`config.mk`:
```
export PLATFORM = sky130hd
export DESIGN_NAME = pwm_multichannel
export DESIGN_NICKNAME = d
export VERILOG_FILES = /design/src/rtl/pwm_multichannel.sv
export SDC_FILE = /design/constraint.sdc
export NUM_CORES = 1
export LEC_CHECK = 0
export CAP_MARGIN = 40
export CORE_MARGIN = 2
export CORE_UTILIZATION = 31
export CTS_BUF_LIST = sky130_fd_sc_hd__clkbuf_8
export DETAILED_ROUTE_END_ITERATION = 6
export PLACE_DENSITY = 0.45
export SYNTH_ARGS = -nofsm -noshare
export SYNTH_HDL_FRONTEND = slang
export SYNTH_SLANG_ARGS = --single-unit
```
`constraint.sdc`:
```
create_clock -name clk -period 31.4 [get_ports clk]
set_input_delay 6.28 -clock clk [delete_from_list [all_inputs] [get_ports clk]]
set_output_delay 6.28 -clock clk [all_outputs]
set_load 0.05 [all_outputs]
```
`src/rtl/pwm_multichannel.sv`:
```
// -----------------------------------------------------------------------------
// pwm_multichannel
//
// Multi-channel PWM generator with a shared prescaled period counter,
// per-channel double-buffered duty registers (shadow -> active at each period
// boundary), per-channel output/PWM enables and an optional center-aligned
// counting mode.
//
// Build option:
//   PWM_CENTER_ALIGN_EN - when defined, the center-aligned counter, its
//                         direction flag and the mode input are functional.
//                         When undefined the block is always edge-aligned and
//                         the mode input is accepted but ignored.
//
// Parameters:
//   NUM_CH  number of channels (1..32)
//   CNT_W   counter / duty width; P = 2^CNT_W - 1
//
// Ports:
//   clk           system clock, all state on the rising edge
//   rst           asynchronous active-high reset
//   en_out        per-channel output enable (0 forces the pin low)
//   en_pwm        per-channel PWM enable (0 with en_out=1 drives the pin high)
//   duty_we       duty write strobe, one cycle per write
//   duty_ch       channel index for the write (indices >= NUM_CH ignored)
//   duty_val      duty value written into the channel's shadow register
//   presc         prescaler, the counter advances every presc+1 clocks
//   mode          0 = edge-aligned, 1 = center-aligned (sampled at boundaries)
//   out           registered PWM outputs
//   period_start  one-clock pulse with the first output cycle of each period
// -----------------------------------------------------------------------------
module pwm_multichannel #(
    parameter  int NUM_CH = 16,
    parameter  int CNT_W  = 8,
    localparam int CH_W   = (NUM_CH > 1) ? $clog2(NUM_CH) : 1
) (
    input  logic              clk,
    input  logic              rst,
    input  logic [NUM_CH-1:0] en_out,
    input  logic [NUM_CH-1:0] en_pwm,
    input  logic              duty_we,
    input  logic [CH_W-1:0]   duty_ch,
    input  logic [CNT_W-1:0]  duty_val,
    input  logic [7:0]        presc,
    input  logic              mode,
    output logic [NUM_CH-1:0] out,
    output logic              period_start
);

    // Highest counter value reached (P-1) and the value 1.
    localparam logic [CNT_W-1:0] CNT_LAST = CNT_W'((2 ** CNT_W) - 2);
    localparam logic [CNT_W-1:0] CNT_ONE  = CNT_W'(1);

    // ---------------------------------------------------------------------
    // Prescaler: a tick fires whenever pcnt has reached (or passed) presc, so
    // lowering presc below the running count yields a tick on the next clock.
    // ---------------------------------------------------------------------
    logic [7:0] r_pcnt;
    logic       w_tick;

    assign w_tick = (r_pcnt >= presc);

    always_ff @(posedge clk or posedge rst) begin
        if (rst) begin
            r_pcnt <= '0;
        end else if (w_tick) begin
            r_pcnt <= '0;
        end else begin
            r_pcnt <= r_pcnt + 8'd1;
        end
    end

    // ---------------------------------------------------------------------
    // Period counter. w_wrap marks the step that would load cnt = 0; combined
    // with a tick that is a period boundary.
    // ---------------------------------------------------------------------
    logic [CNT_W-1:0] r_cnt;
    logic [CNT_W-1:0] w_cnt_next;
    logic             w_wrap;
    logic             w_boundary;

`ifdef PWM_CENTER_ALIGN_EN
    logic r_mode;
    logic r_dir_down;
    logic w_dir_down_next;
`else
    // The mode pin stays on the port list so the pin mux wiring does not
    // depend on the build option; it has no function in this build.
    logic w_unused_mode;
    assign w_unused_mode = mode;
`endif

    always_comb begin
        // Edge-aligned sawtooth: 0 .. P-1, then back to 0.
        if (r_cnt == CNT_LAST) begin
            w_cnt_next = '0;
            w_wrap     = 1'b1;
        end else begin
            w_cnt_next = r_cnt + 1'b1;
            w_wrap     = 1'b0;
        end
`ifdef PWM_CENTER_ALIGN_EN
        w_dir_down_next = r_dir_down;
        if (r_mode) begin
            // Triangle: up to P-1, down to 1, then the step to 0 closes the
            // period (so 0 and P-1 each appear once per period).
            w_wrap = 1'b0;
            if (r_dir_down) begin
                if (r_cnt == CNT_ONE) begin
                    w_cnt_next      = '0;
                    w_wrap          = 1'b1;
                    w_dir_down_next = 1'b0;
                end else begin
                    w_cnt_next = r_cnt - 1'b1;
                end
            end else if (r_cnt == CNT_LAST) begin
                w_cnt_next      = CNT_LAST - 1'b1;
                w_dir_down_next = 1'b1;
            end else begin
                w_cnt_next = r_cnt + 1'b1;
            end
        end
`endif
    end

    assign w_boundary = w_tick & w_wrap;

    // r_bnd_pend marks the cycle in which cnt first holds 0 after a boundary;
    // period_start is delayed one more clock to line up with the registered
    // outputs that reflect that counter value.
    logic r_bnd_pend;
    logic r_period_start;

    always_ff @(posedge clk or posedge rst) begin
        if (rst) begin
            r_cnt          <= '0;
            r_bnd_pend     <= 1'b0;
            r_period_start <= 1'b0;
        end else begin
            r_bnd_pend     <= w_boundary;
            r_period_start <= r_bnd_pend;
            if (w_tick) begin
                r_cnt <= w_cnt_next;
            end
        end
    end

`ifdef PWM_CENTER_ALIGN_EN
    // Mode is only latched at a boundary so a period never changes shape
    // part-way through; the direction is always "up" at that point.
    always_ff @(posedge clk or posedge rst) begin
        if (rst) begin
            r_mode     <= 1'b0;
            r_dir_down <= 1'b0;
        end else begin
            if (w_tick) begin
                r_dir_down <= w_dir_down_next;
            end
            if (w_boundary) begin
                r_mode <= mode;
            end
        end
    end
`endif

    // ---------------------------------------------------------------------
    // Per-channel duty registers and comparators. The boundary copy reads the
    // shadow's current value, so a write landing on the boundary cycle only
    // reaches the active register at the following boundary.
    // ---------------------------------------------------------------------
    logic [NUM_CH-1:0] w_raw;

    genvar gi;
    generate
        for (gi = 0; gi < NUM_CH; gi++) begin : g_ch
            logic [CNT_W-1:0] r_shadow;
            logic [CNT_W-1:0] r_active;

            always_ff @(posedge clk or posedge rst) begin
                if (rst) begin
                    r_shadow <= '0;
                    r_active <= '0;
                end else begin
                    if (duty_we && (duty_ch == CH_W'(gi))) begin
                        r_shadow <= duty_val;
                    end
                    if (w_boundary) begin
                        r_active <= r_shadow;
                    end
                end
            end

            // cnt never exceeds P-1, so an all-ones duty is a constant high.
            assign w_raw[gi] = (r_cnt < r_active);
        end
    endgenerate

    // ---------------------------------------------------------------------
    // Output stage. Enables act on the next clock, independent of the period.
    // ---------------------------------------------------------------------
    logic [NUM_CH-1:0] r_out;

    always_ff @(posedge clk or posedge rst) begin
        if (rst) begin
            r_out <= '0;
        end else begin
            r_out <= en_out & (~en_pwm | w_raw);
        end
    end

    assign out          = r_out;
    assign period_start = r_period_start;

endmodule

```
After elaboration in Yosys (flattened, before gate mapping). Index checks and enable logic that the tools add are counted.

Flip-flop bits (word level): 290. Bits of input ports: 56. Logic and storage cells: 96.

$add $sub $neg: 2. $lt $le $gt $ge: 17. Eq/ne operators: 16. Mux-type cells: 3. Bitwise logic cells: 4. Reduce and logical (&&, ||, !) cells: 17.

Operators by type and width (number): less-than comparator 8 bit (16); == test 4 bit, second input constant (8); adder 8 x 1 -> 8 bit, second input constant (2); bitwise AND 16 bit (1); == test 4 x 3 -> 1 bit, second input constant (4); logical AND 1 bit (16); two-way mux 8 bit (2); NOT 16 bit (1); OR 16 bit (1); == test 4 x 2 -> 1 bit, second input constant (2); == test 8 bit, second input constant (1); >= comparator 8 bit (1); == test 4 x 1 -> 1 bit, second input constant (1); logical NOT 4 bit (1); bitwise AND 1 bit (1); two-way mux 1 bit (1).

Depth between registers and ports, before layout. Gate-level depths: netlist of run 1.

Depth after elaboration: 3. Gate-level depth with buffers: 9. Gate-level depth less buffers: 7.

Worst setup path before layout of run 1. No wires, ideal clock.

Kind: input port to flip-flop. Start point: input presc[0]. End point: register g_ch[0].r_active[0]. Library setup time: 125 ps. Arrival time: 8026 ps. Required time: 31275 ps. Slack: 23249 ps. Stages on the path: 8. Path buffers: 2. Path through: ha_1 > nand2b_1 > a2111oi_4 > nor4_4 > o21ai_4 > buf_12 > buf_12 > mux2_4.

Longest elaborated chain between the ends: 2.

Ends and longest elaborated chain: start: declaration (line 44) `input logic [7:0] presc,`; >= comparator 8 bit (line 61) `assign w_tick = (r_pcnt >= presc);`; bitwise AND 1 bit (line 126) `assign w_boundary = w_tick & w_wrap;`; end signal: assignment (line 188) `r_active <= r_shadow;`; end: declaration (line 177) `logic [CNT_W-1:0] r_active;`.

No other way between the ends. A chain may end at the register's enable or synchronous reset.

Final worst setup path of run 1.
Start point: input presc[0]. End point: register g_ch[5].r_active[1].

Longest elaborated chain between the ends: 2.

Ends and longest elaborated chain (line): >= comparator 8 bit (61); bitwise AND 1 bit (126); end signal: assignment (188); end: declaration (177).

No other way between the ends.

==> results of run 1 <==
==> power by group <==
group          switching, mW  internal (mW)  leakage, nW
clock network          0.161          0.188        0.625
logic                  0.148          0.133         3.79
registers             0.0249          0.426         3.79
==> kinds of logic (layout without fill, tap and decap cells) <==
| kind of cell | Yosys count | in the layout | share of synthesized area [%] |
|---|---|---|---|
| compound gates | 131 | 131 | 6.558 |
| xor+xnor | 7 | 7 | 0.4240 |
| fa+ha+maj | 123 | 123 | 10.64 |
| buf+inv | 154 | 322 | 5.356 |
| flops | 290 | 290 | 50.18 |
| mux | 258 | 258 | 22.69 |
| simple gates | 112 | 112 | 4.153 |
==> critical path, delay by kind of cell <==
family / cells / cell delay, ns
AO/OA/AOI/OAI: 2 / 1.09
adder cells (fa/ha/maj): 1 / 0.28
buffers and inverters: 4 / 1.70
multiplexers: 1 / 0.36
AND/OR/NAND/NOR: 2 / 0.31
==> sequential cells by signal, summed over array words and instances, names as in the netlist <==
name,cells
g_ch.r_active,128
g_ch.r_shadow,128
out,16
period_start,1
r_bnd_pend,1
r_cnt,8
r_pcnt,8
==> layout by cell type, fill, tap and decap left out, drive strengths merged, types with 18 or more instances in the layout <==
master and n:
dfrtp 290, mux2 258, inv 146, ha 123, clkdlybuf4s50 71, clkbuf 66
a21oi 34, buf 31, nand2 23, nor2 23, o21ai 20, nand2b 19
and3 19, a21o 18
==> final cells by class <==
type / instances / area share, %
Sequential cell: 290 / 42.60
Multi-Input combinational cell: 631 / 37.74
Timing Repair Buffer: 102 / 6.360
Clock buffer: 66 / 5.332
Tap cell: 607 / 4.458
Inverter: 123 / 2.754
Clock inverter: 31 / 0.7565
==> layer usage <==
metal | vias to the layer above | wire length [um] | share of wire, % | GRT usage, %
met2 | 101 | 14150 | 46 | 21.10
met4 | 0 | 551 | 1.8 | 3.915
met3 | 44 | 1093 | 3.5 | 3.050
li1 | 4032 | - | - | -
met1 | 4218 | 15180 | 49 | 18.61
met5 | - | 0 | 0 | 0
==> path summary, 6_finish.rpt <==
path	to	start
worst max-delay path	g_ch[5].r_active[1]	presc[0]
worst max register to register	g_ch[5].r_active[1]	r_pcnt[0]
worst min-delay path	period_start	r_bnd_pend
max in group asynchronous	g_ch[2].r_active[4]	rst
min in group asynchronous	out[9]	rst
worst min register to register	period_start	r_bnd_pend
==> Yosys cell counts, drive strengths merged <==
cell	count	area [um^2]
a2111oi	1	27.53
a21boi	16	120.1
a21o	18	135.1
a21oi	34	170.2
a221o	16	160.2
a22o	4	35.03
a31o	16	140.1
a32o	1	10.01
and2	1	6.260
and3	19	118.9
and4	2	17.52
buf	15	252.7
clkbuf	16	60.06
dfrtp	290	7257
ha	123	1539
inv	123	461.7
mux2	258	3281
nand2	23	86.33
nand2b	19	118.9
nand3	9	45.04
nand3b	5	37.54
nand4	1	6.260
nor2	23	86.33
nor2b	2	12.51
nor3	1	5.000
nor3b	1	7.510
nor4	1	21.27
o2111ai	1	8.760
o211ai	1	7.510
o21a	1	7.510
o21ai	20	111.4
o22ai	1	6.260
o2bb2ai	1	8.760
or2	1	6.260
or3	4	25.02
xnor2	2	17.52
xor2	5	43.79
==> through the flow <==
stage	util [%]	hold slack, ns
floorplan	-	0.3312
global placement	34.01	0.3459
detailed placement	34.59	0.3358
CTS	36.83	0.3488
global route	36.83	0.3551
finish	36.83	0.3449
==> flow_metrics.tcl, run 1 <==
set metrics [dict create \
    syn_inst 1075 \
    ys_types 42 \
    clockRootBuffer "clkbuf_8" \
    via_per_inst 4.538 \
    coreArea_um2 46260 \
    hpwl_mm 19.90 \
    setup_ws_ns 21.85 \
    cts_buffers 54 \
    ys_seq_area_share_pct 50.18 \
    setup_tns_ns 0 \
    worstHoldPathType "flop to flop" \
    finalMaxSlewViolations 0 \
    clockBufferDepth 3 \
    post_cts_resize_count 0 \
    syn-num-nets 1254 \
    fin_crit_ns 9.551 \
    boundaryPins 73 \
    diodes 0 \
    grt_pass1_vias 8675 \
    grt_max_degree 97 \
    initial_core_util_pct 31.26 \
    cts_tree "built" \
    htreeDepth 2 \
    ys_ff_latch 290 \
    die_area_um2 48390 \
    worstPathArrival_ns 10.05 \
    max-slew-margin-rel_pct 41.53 \
    end_kind "flop" \
    dp_slack_ns 21.16 \
    fin_nets 1381 \
    drive_gt1_share_pct 30.81 \
    finalNonFillerCells 1850 \
    critical_path.most_common_cell "buf_4" \
    syn_to_final_growth_pct 17.81 \
    fin_area_um2 17040 \
    io_buffers 71 \
    dieWidth_um 220.0 \
    power.density_nw_per_um2 63.43 \
    drc 0 \
    ff2ff_path_depth 10 \
    drt_iter0_drc 237 \
    gp_congestion 0.6767 \
    crit_path_top_delay_cell "o21ai_4" \
    start_kind "input pin" \
    yosys_warnings 0 \
    vias 8395 \
    cp_max_fo 33 \
    critPathMaxStageDelay_ns 0.69 \
    total_power_mw 1.081 \
    peakVddDrop_uv 30.33 \
    antenna_found_initial 0 \
    grt_pass1_wl_mm 50.00 \
    wl_per_cell_um 16.74 \
    finalHoldViolCount 0 \
    r2r_setup_slack_ns 27.42 \
    run_status "complete, no violations" \
    setup_violations 0 \
    place_inst 1753 \
    fill_cells 4570 \
    clock_skew_ns 0.01583 \
    insertion_delay_ns 0.62 \
    gr-total-overflow 0 \
    fin_crit_sh_pct 30.42 \
    register_area_um2 7257 \
    worst_pin_slew_ns 0.8739 \
    cts.clk_slew.worst_paths_ns 0.05 \
    max_freq_mhz 104.7 \
    first_pass_iters 5 \
    syn_area_um2 14460 \
    multi_input_area_um2 6430 \
    rsz0062_at_grt "no" \
    track_usage_pct 13.48 \
    critPathKind "input pin to flop" \
    cts_setup_buffers 0 \
    ant_nets 0 \
    hold_buffers 0 \
    hold_path_depth 0 \
    p_leak_nw 8.206 \
    routed_wl_mm 30.98 \
    die_h_um 220.0 \
    fp-row-count 79 \
    maxCapViolCount 0 \
    placed_area_um2 16000 \
    cts.sinks 290 \
    cp_cell_sequence "clkdlybuf4s50_1 > ha_1 > nand2b_1 > a2111oi_4 > nor4_4 > o21ai_4 > buf_4 > buf_4 > buf_16 > mux2_2" \
    synth_area_per_cell_um2 13.45 \
    required_ns 31.90 \
]
No activity file was read; power rests on OpenSTA's default activity.
==> inputs of run 2 (changes only) <==
PLACE_DENSITY = 0.46   (was 0.45)
clock period = 8.7 ns   (was 31.4 ns; I/O delays follow)
==> flow_metrics.tcl, run 2 (synthesized netlist as in run 1, its figures left out) <==
set metrics [dict create \
    p_seq_share_pct 41.2 \
    cp_max_fo 129 \
    crit_path_top_delay_cell "buf_12" \
    hold_buffers 0 \
    setup_violations 0 \
    dp_slack_ns 3.941 \
    clockRootBuffer "clkbuf_8" \
    via_per_inst 4.610 \
    multi_input_area_um2 6430 \
    gp_congestion 0.6903 \
    timing.rr.start "r_pcnt[0]" \
    worst_pin_slew_ns 1.050 \
    finalNonFillerCells 1842 \
    worstHoldPathType "flop to flop" \
    p_leak_nw 8.169 \
    syn_to_final_growth_pct 17.65 \
    worstHoldStart "r_bnd_pend" \
    cts_setup_buffers 0 \
    cts.clk_slew.worst_paths_ns 0.05 \
    fp-row-count 79 \
    antenna_found_initial 2 \
    finalMaxSlewViolations 0 \
    run_status "complete, no violations" \
    whs_endpoint "period_start" \
    track_usage_pct 13.68 \
    ff2ff_path_depth 8 \
    power.density_nw_per_um2 233.2 \
    post_cts_resize_count 0 \
    clock_skew_ns 0.02533 \
    critPathKind "input pin to flop" \
    finalHoldViolCount 0 \
    required_ns 9.20 \
    register_area_um2 7257 \
    cts.sinks 290 \
    clkPwrFrac_pct 33.1 \
    maxCapViolCount 0 \
    rsz0062_at_grt "no" \
    cp_cell_sequence "clkdlybuf4s50_1 > ha_1 > nand2b_1 > a2111oi_4 > nor4_4 > o21ai_4 > buf_12 > mux2_2" \
    p_comb_share_pct 25.7 \
    initial_core_util_pct 31.26 \
    insertion_delay_ns 0.63 \
    coreArea_um2 46260 \
    drive_gt1_share_pct 30.31 \
    cts_tree "built" \
    gr-total-overflow 0 \
    mostFrequentLayoutCell "dfrtp_1" \
    drc 0 \
    fin_nets 1375 \
    intPower_mw 2.752 \
    grt_pass1_vias 8688 \
    place_inst 1745 \
    switchingPower_mw 1.215 \
    dieWidth_um 220.0 \
    wl_per_cell_um 17.04 \
    use_met1_pct 18.91 \
    fill_cells 4578 \
    max-slew-margin-rel_pct 30.01 \
    rr_endpoint "g_ch[3].r_active[0]" \
    first_pass_iters 6 \
    critPathMaxStageDelay_ns 0.74 \
    final_cell_mix "dfrtp_1 (290), mux2_2 (158), inv_1 (145)" \
    worstPathArrival_ns 4.62 \
    io_buffers 71 \
    vias 8491 \
    fin_util_pct 36.78 \
    start_kind "input pin" \
    max_freq_mhz 242.9 \
    grt_max_degree 165 \
    ant_nets 0 \
    grt_pass1_wl_mm 50.20 \
    drt_iter0_drc 271 \
    clockBufferDepth 3 \
    fin_crit_ns 4.117 \
    setup_ws_ns 4.583 \
    end_kind "flop" \
    die_h_um 220.0 \
    routed_wl_mm 31.39 \
    cts_buffers 56 \
    setup_tns_ns 0 \
    r2r_setup_slack_ns 5.65 \
    htreeDepth 2 \
    hold_path_depth 0 \
    die_area_um2 48390 \
    use_met2_pct 21.44 \
    boundaryPins 73 \
    hpwl_mm 18.46 \
    fin_crit_sh_pct 47.32 \
    peakVddDrop_uv 109.7 \
    switching_share_pct 30.63 \
    gr-max-usage-layer "met2" \
    use_met3_pct 2.719 \
]
==> run 2: changes by cell type in the layout (fill, tap and decap cells not counted) <==
cell | previous run | this run
buf_4 | 18 | 12
buf_8 | 9 | 4
clkinv_2 | 7 | 2
clkbuf_8 | 66 | 68
clkinvlp_4 | 1 | 3
buf_12 | 1 | 2
buf_16 | 3 | 4
buf_6 | 0 | 1
bufinv_16 | 0 | 1
diode_2 | 0 | 1
inv_8 | 1 | 0
==> run 2: metal layers <==
| metal | routed length (um) | vias up | part of all wire [%] |
|---|---|---|---|
| met4 | 663 | 0 | 2.1 |
| met2 | 14050 | 128 | 45 |
| met5 | 0 | - | 0 |
| li1 | - | 4024 | - |
| met3 | 1321 | 52 | 4.2 |
| met1 | 15350 | 4287 | 49 |
==> run 2: worst max-delay path, delay by kind of cell <==
family / cells / cell delay (ns)
compound gates: 2 / 0.57
simple gates: 2 / 0.31
buf+inv: 2 / 1.15
mux: 1 / 0.42
fa+ha+maj: 1 / 0.29
==> run 2: worst max-delay path by stage <==
stage          cells past startpoint                  end  slack [ns]      from
2_1_floorplan                      1  g_ch[0].r_active[0]        3.11       rst
3_3_place_gp                       8  g_ch[3].r_active[5]        3.95  presc[0]
3_5_place_dp                       8  g_ch[3].r_active[1]        3.94  presc[0]
4_1_cts                            8  g_ch[3].r_active[1]        4.63  presc[0]
5_1_grt                            8  g_ch[3].r_active[1]        4.51  presc[0]
6_report                           8  g_ch[3].r_active[0]        4.58  presc[0]
==> run 2: stage by stage <==
| step | area (um^2) | hold WS (ns) | power (mW) |
|---|---|---|---|
| 3_5_place_dp | 15930 | 0.3373 | 2.716 |
| 3_3_place_gp | 15750 | 0.3381 | 2.665 |
| 5_1_grt | 17010 | 0.3514 | 4.254 |
| 2_1_floorplan | 14470 | 0.3312 | 2.338 |
| 4_1_cts | 17010 | 0.3502 | 4.078 |
| 6_report | 17010 | 0.3475 | 3.967 |
==> run 2: layout make-up <==
| type | count | share of cell area [%] |
|---|---|---|
| clock inverters | 28 | 0.8310 |
| clock buffers | 68 | 5.501 |
| well taps | 607 | 4.464 |
| multi-input cells | 631 | 37.79 |
| inverters | 123 | 2.736 |
| diodes | 1 | 0.01471 |
| repair buffers | 94 | 6.008 |
| flip-flops and latches | 290 | 42.65 |
==> run 2: power groups by stage <==
stage	clock network [mW]	logic, mW	registers (mW)
after floorplan	0	0.585	1.75
after global placement	0	1.00	1.67
after detailed placement	0	1.06	1.66
after CTS	1.38	1.06	1.64
after global routing	1.43	1.16	1.66
final	1.31	1.02	1.63
==> inputs of run 3 (changes only) <==
PLACE_DENSITY = 0.45   (was 0.46)
clock period = 4.1 ns   (was 8.7 ns; I/O delays follow)
==> flow_metrics.tcl, run 3 (synthesized netlist as in run 1, its figures left out) <==
set metrics [dict create \
    setup_violations 0 \
    setup_ws_ns 1.162 \
    use_met3_pct 3.354 \
    worstPathArrival_ns 3.44 \
    first_pass_iters 4 \
    cts_buffers 53 \
    cts_tree "built" \
    end_kind "flop" \
    dp_slack_ns 0.5061 \
    clock_skew_ns 0.01898 \
    insertion_delay_ns 0.63 \
    diodes 0 \
    hold_path_depth 0 \
    drive_gt1_share_pct 31.51 \
    fin_crit_ns 2.938 \
    mostFrequentLayoutCell "dfrtp_1" \
    fin_util_pct 36.97 \
    rsz0062_at_grt "no" \
    final_cell_mix "dfrtp_1 (290), mux2_2 (158), inv_1 (135)" \
    critPathKind "input pin to flop" \
    cts_setup_buffers 0 \
    wl_per_cell_um 17.37 \
    vias 8524 \
    fin_nets 1387 \
    ff2ff_path_depth 8 \
    dieWidth_um 220.0 \
    clockRootBuffer "clkbuf_8" \
    fin_crit_sh_pct 71.66 \
    io_buffers 71 \
    cts.sinks 290 \
    finalMaxSlewViolations 0 \
    use_met2_pct 21.95 \
    hpwl_mm 19.81 \
    required_ns 4.60 \
    die_h_um 220.0 \
    fill_cells 4509 \
    coreArea_um2 46260 \
    maxCapViolCount 0 \
    boundaryPins 73 \
    p_leak_nw 8.205 \
    critPathLaunch "presc[0]" \
    hold_buffers 0 \
    max-slew-margin-rel_pct 45.11 \
    initial_core_util_pct 31.26 \
    worstHoldStart "r_bnd_pend" \
    power.density_nw_per_um2 489.1 \
    syn_to_final_growth_pct 18.26 \
    use_met1_pct 19.20 \
    peakVddDrop_uv 319.0 \
    clockBufferDepth 3 \
    finalHoldViolCount 0 \
    fp-row-count 79 \
    drt_iter0_drc 289 \
    cts.clk_slew.worst_paths_ns 0.06 \
    cp_max_fo 30 \
    ant_nets 0 \
    gr-max-usage-layer "met2" \
    setup_tns_ns 0 \
    rr_endpoint "g_ch[3].r_active[0]" \
    post_cts_resize_count 0 \
    run_status "complete, no violations" \
    gr-total-overflow 0 \
    antenna_found_initial 2 \
    worst_pin_slew_ns 0.8203 \
    holdWs_ns 0.3569 \
    placed_area_um2 16060 \
    r2r_setup_slack_ns 1.29 \
    timing.rr.start "r_pcnt[0]" \
    routed_wl_mm 32.10 \
    finalNonFillerCells 1848 \
    grt_pass1_wl_mm 51.54 \
    fin_area_um2 17100 \
    worstHoldPathType "flop to flop" \
    whs_endpoint "period_start" \
    grt_pass1_vias 8932 \
    grt_max_degree 70 \
    start_kind "input pin" \
    max_freq_mhz 340.4 \
    drc 0 \
    total_power_mw 8.365 \
    track_usage_pct 14.12 \
    place_inst 1760 \
    htreeDepth 2 \
    via_per_inst 4.613 \
    die_area_um2 48390 \
    gp_congestion 0.6810 \
]
[run 3: changes by cell type in the layout (fill, tap and decap cells not counted)]
| cell | previous run | this run |
|---|---|---|
| buf_4 | 12 | 25 |
| buf_8 | 4 | 3 |
| clkinvlp_4 | 3 | 2 |
| buf_12 | 2 | 10 |
| buf_16 | 4 | 0 |
| buf_6 | 1 | 0 |
| diode_2 | 1 | 0 |
| clkinv_2 | 2 | 5 |
| inv_1 | 145 | 135 |
[run 3: layout make-up]
class / instances / area (um^2) / share of cell area (%)
repair buffers: 109 / 1144 / 6.687
clock buffers: 68 / 935.9 / 5.472
multi-input cells: 631 / 6430 / 37.60
clock inverters: 20 / 111.4 / 0.6511
inverters: 123 / 465.4 / 2.721
well taps: 607 / 759.5 / 4.441
flip-flops and latches: 290 / 7257 / 42.43
[run 3: critical path: stages]
cell             delay, ns
clkdlybuf4s50_1       0.41
ha_1                  0.28
nand2b_1              0.17
a2111oi_4             0.41
nor4_4                0.14
o21ai_4               0.48
buf_12                0.32
mux2_2                0.37
[run 3: layer usage]
| layer | wire [um] | share of wire, % |
|---|---|---|
| met2 | 14210 | 44 |
| met3 | 1380 | 4.3 |
| met5 | 0 | 0 |
| met1 | 15660 | 49 |
| met4 | 856 | 2.7 |
[run 3: power breakdown]
group          switching, mW  internal [mW]
combinational           1.13           1.02
sequential             0.205           3.26
clock                   1.22           1.53
total                   2.55           5.81
[run 3: worst max-delay path by stage]
stage	to	slack (ns)	cells past startpoint
6_report	g_ch[3].r_active[0]	1.16	8
5_1_grt	g_ch[3].r_active[0]	1.07	8
4_1_cts	g_ch[3].r_active[0]	1.19	8
3_5_place_dp	g_ch[3].r_active[0]	0.51	8
3_3_place_gp	g_ch[3].r_active[0]	0.50	8
2_1_floorplan	g_ch[0].r_active[0]	-0.57	1
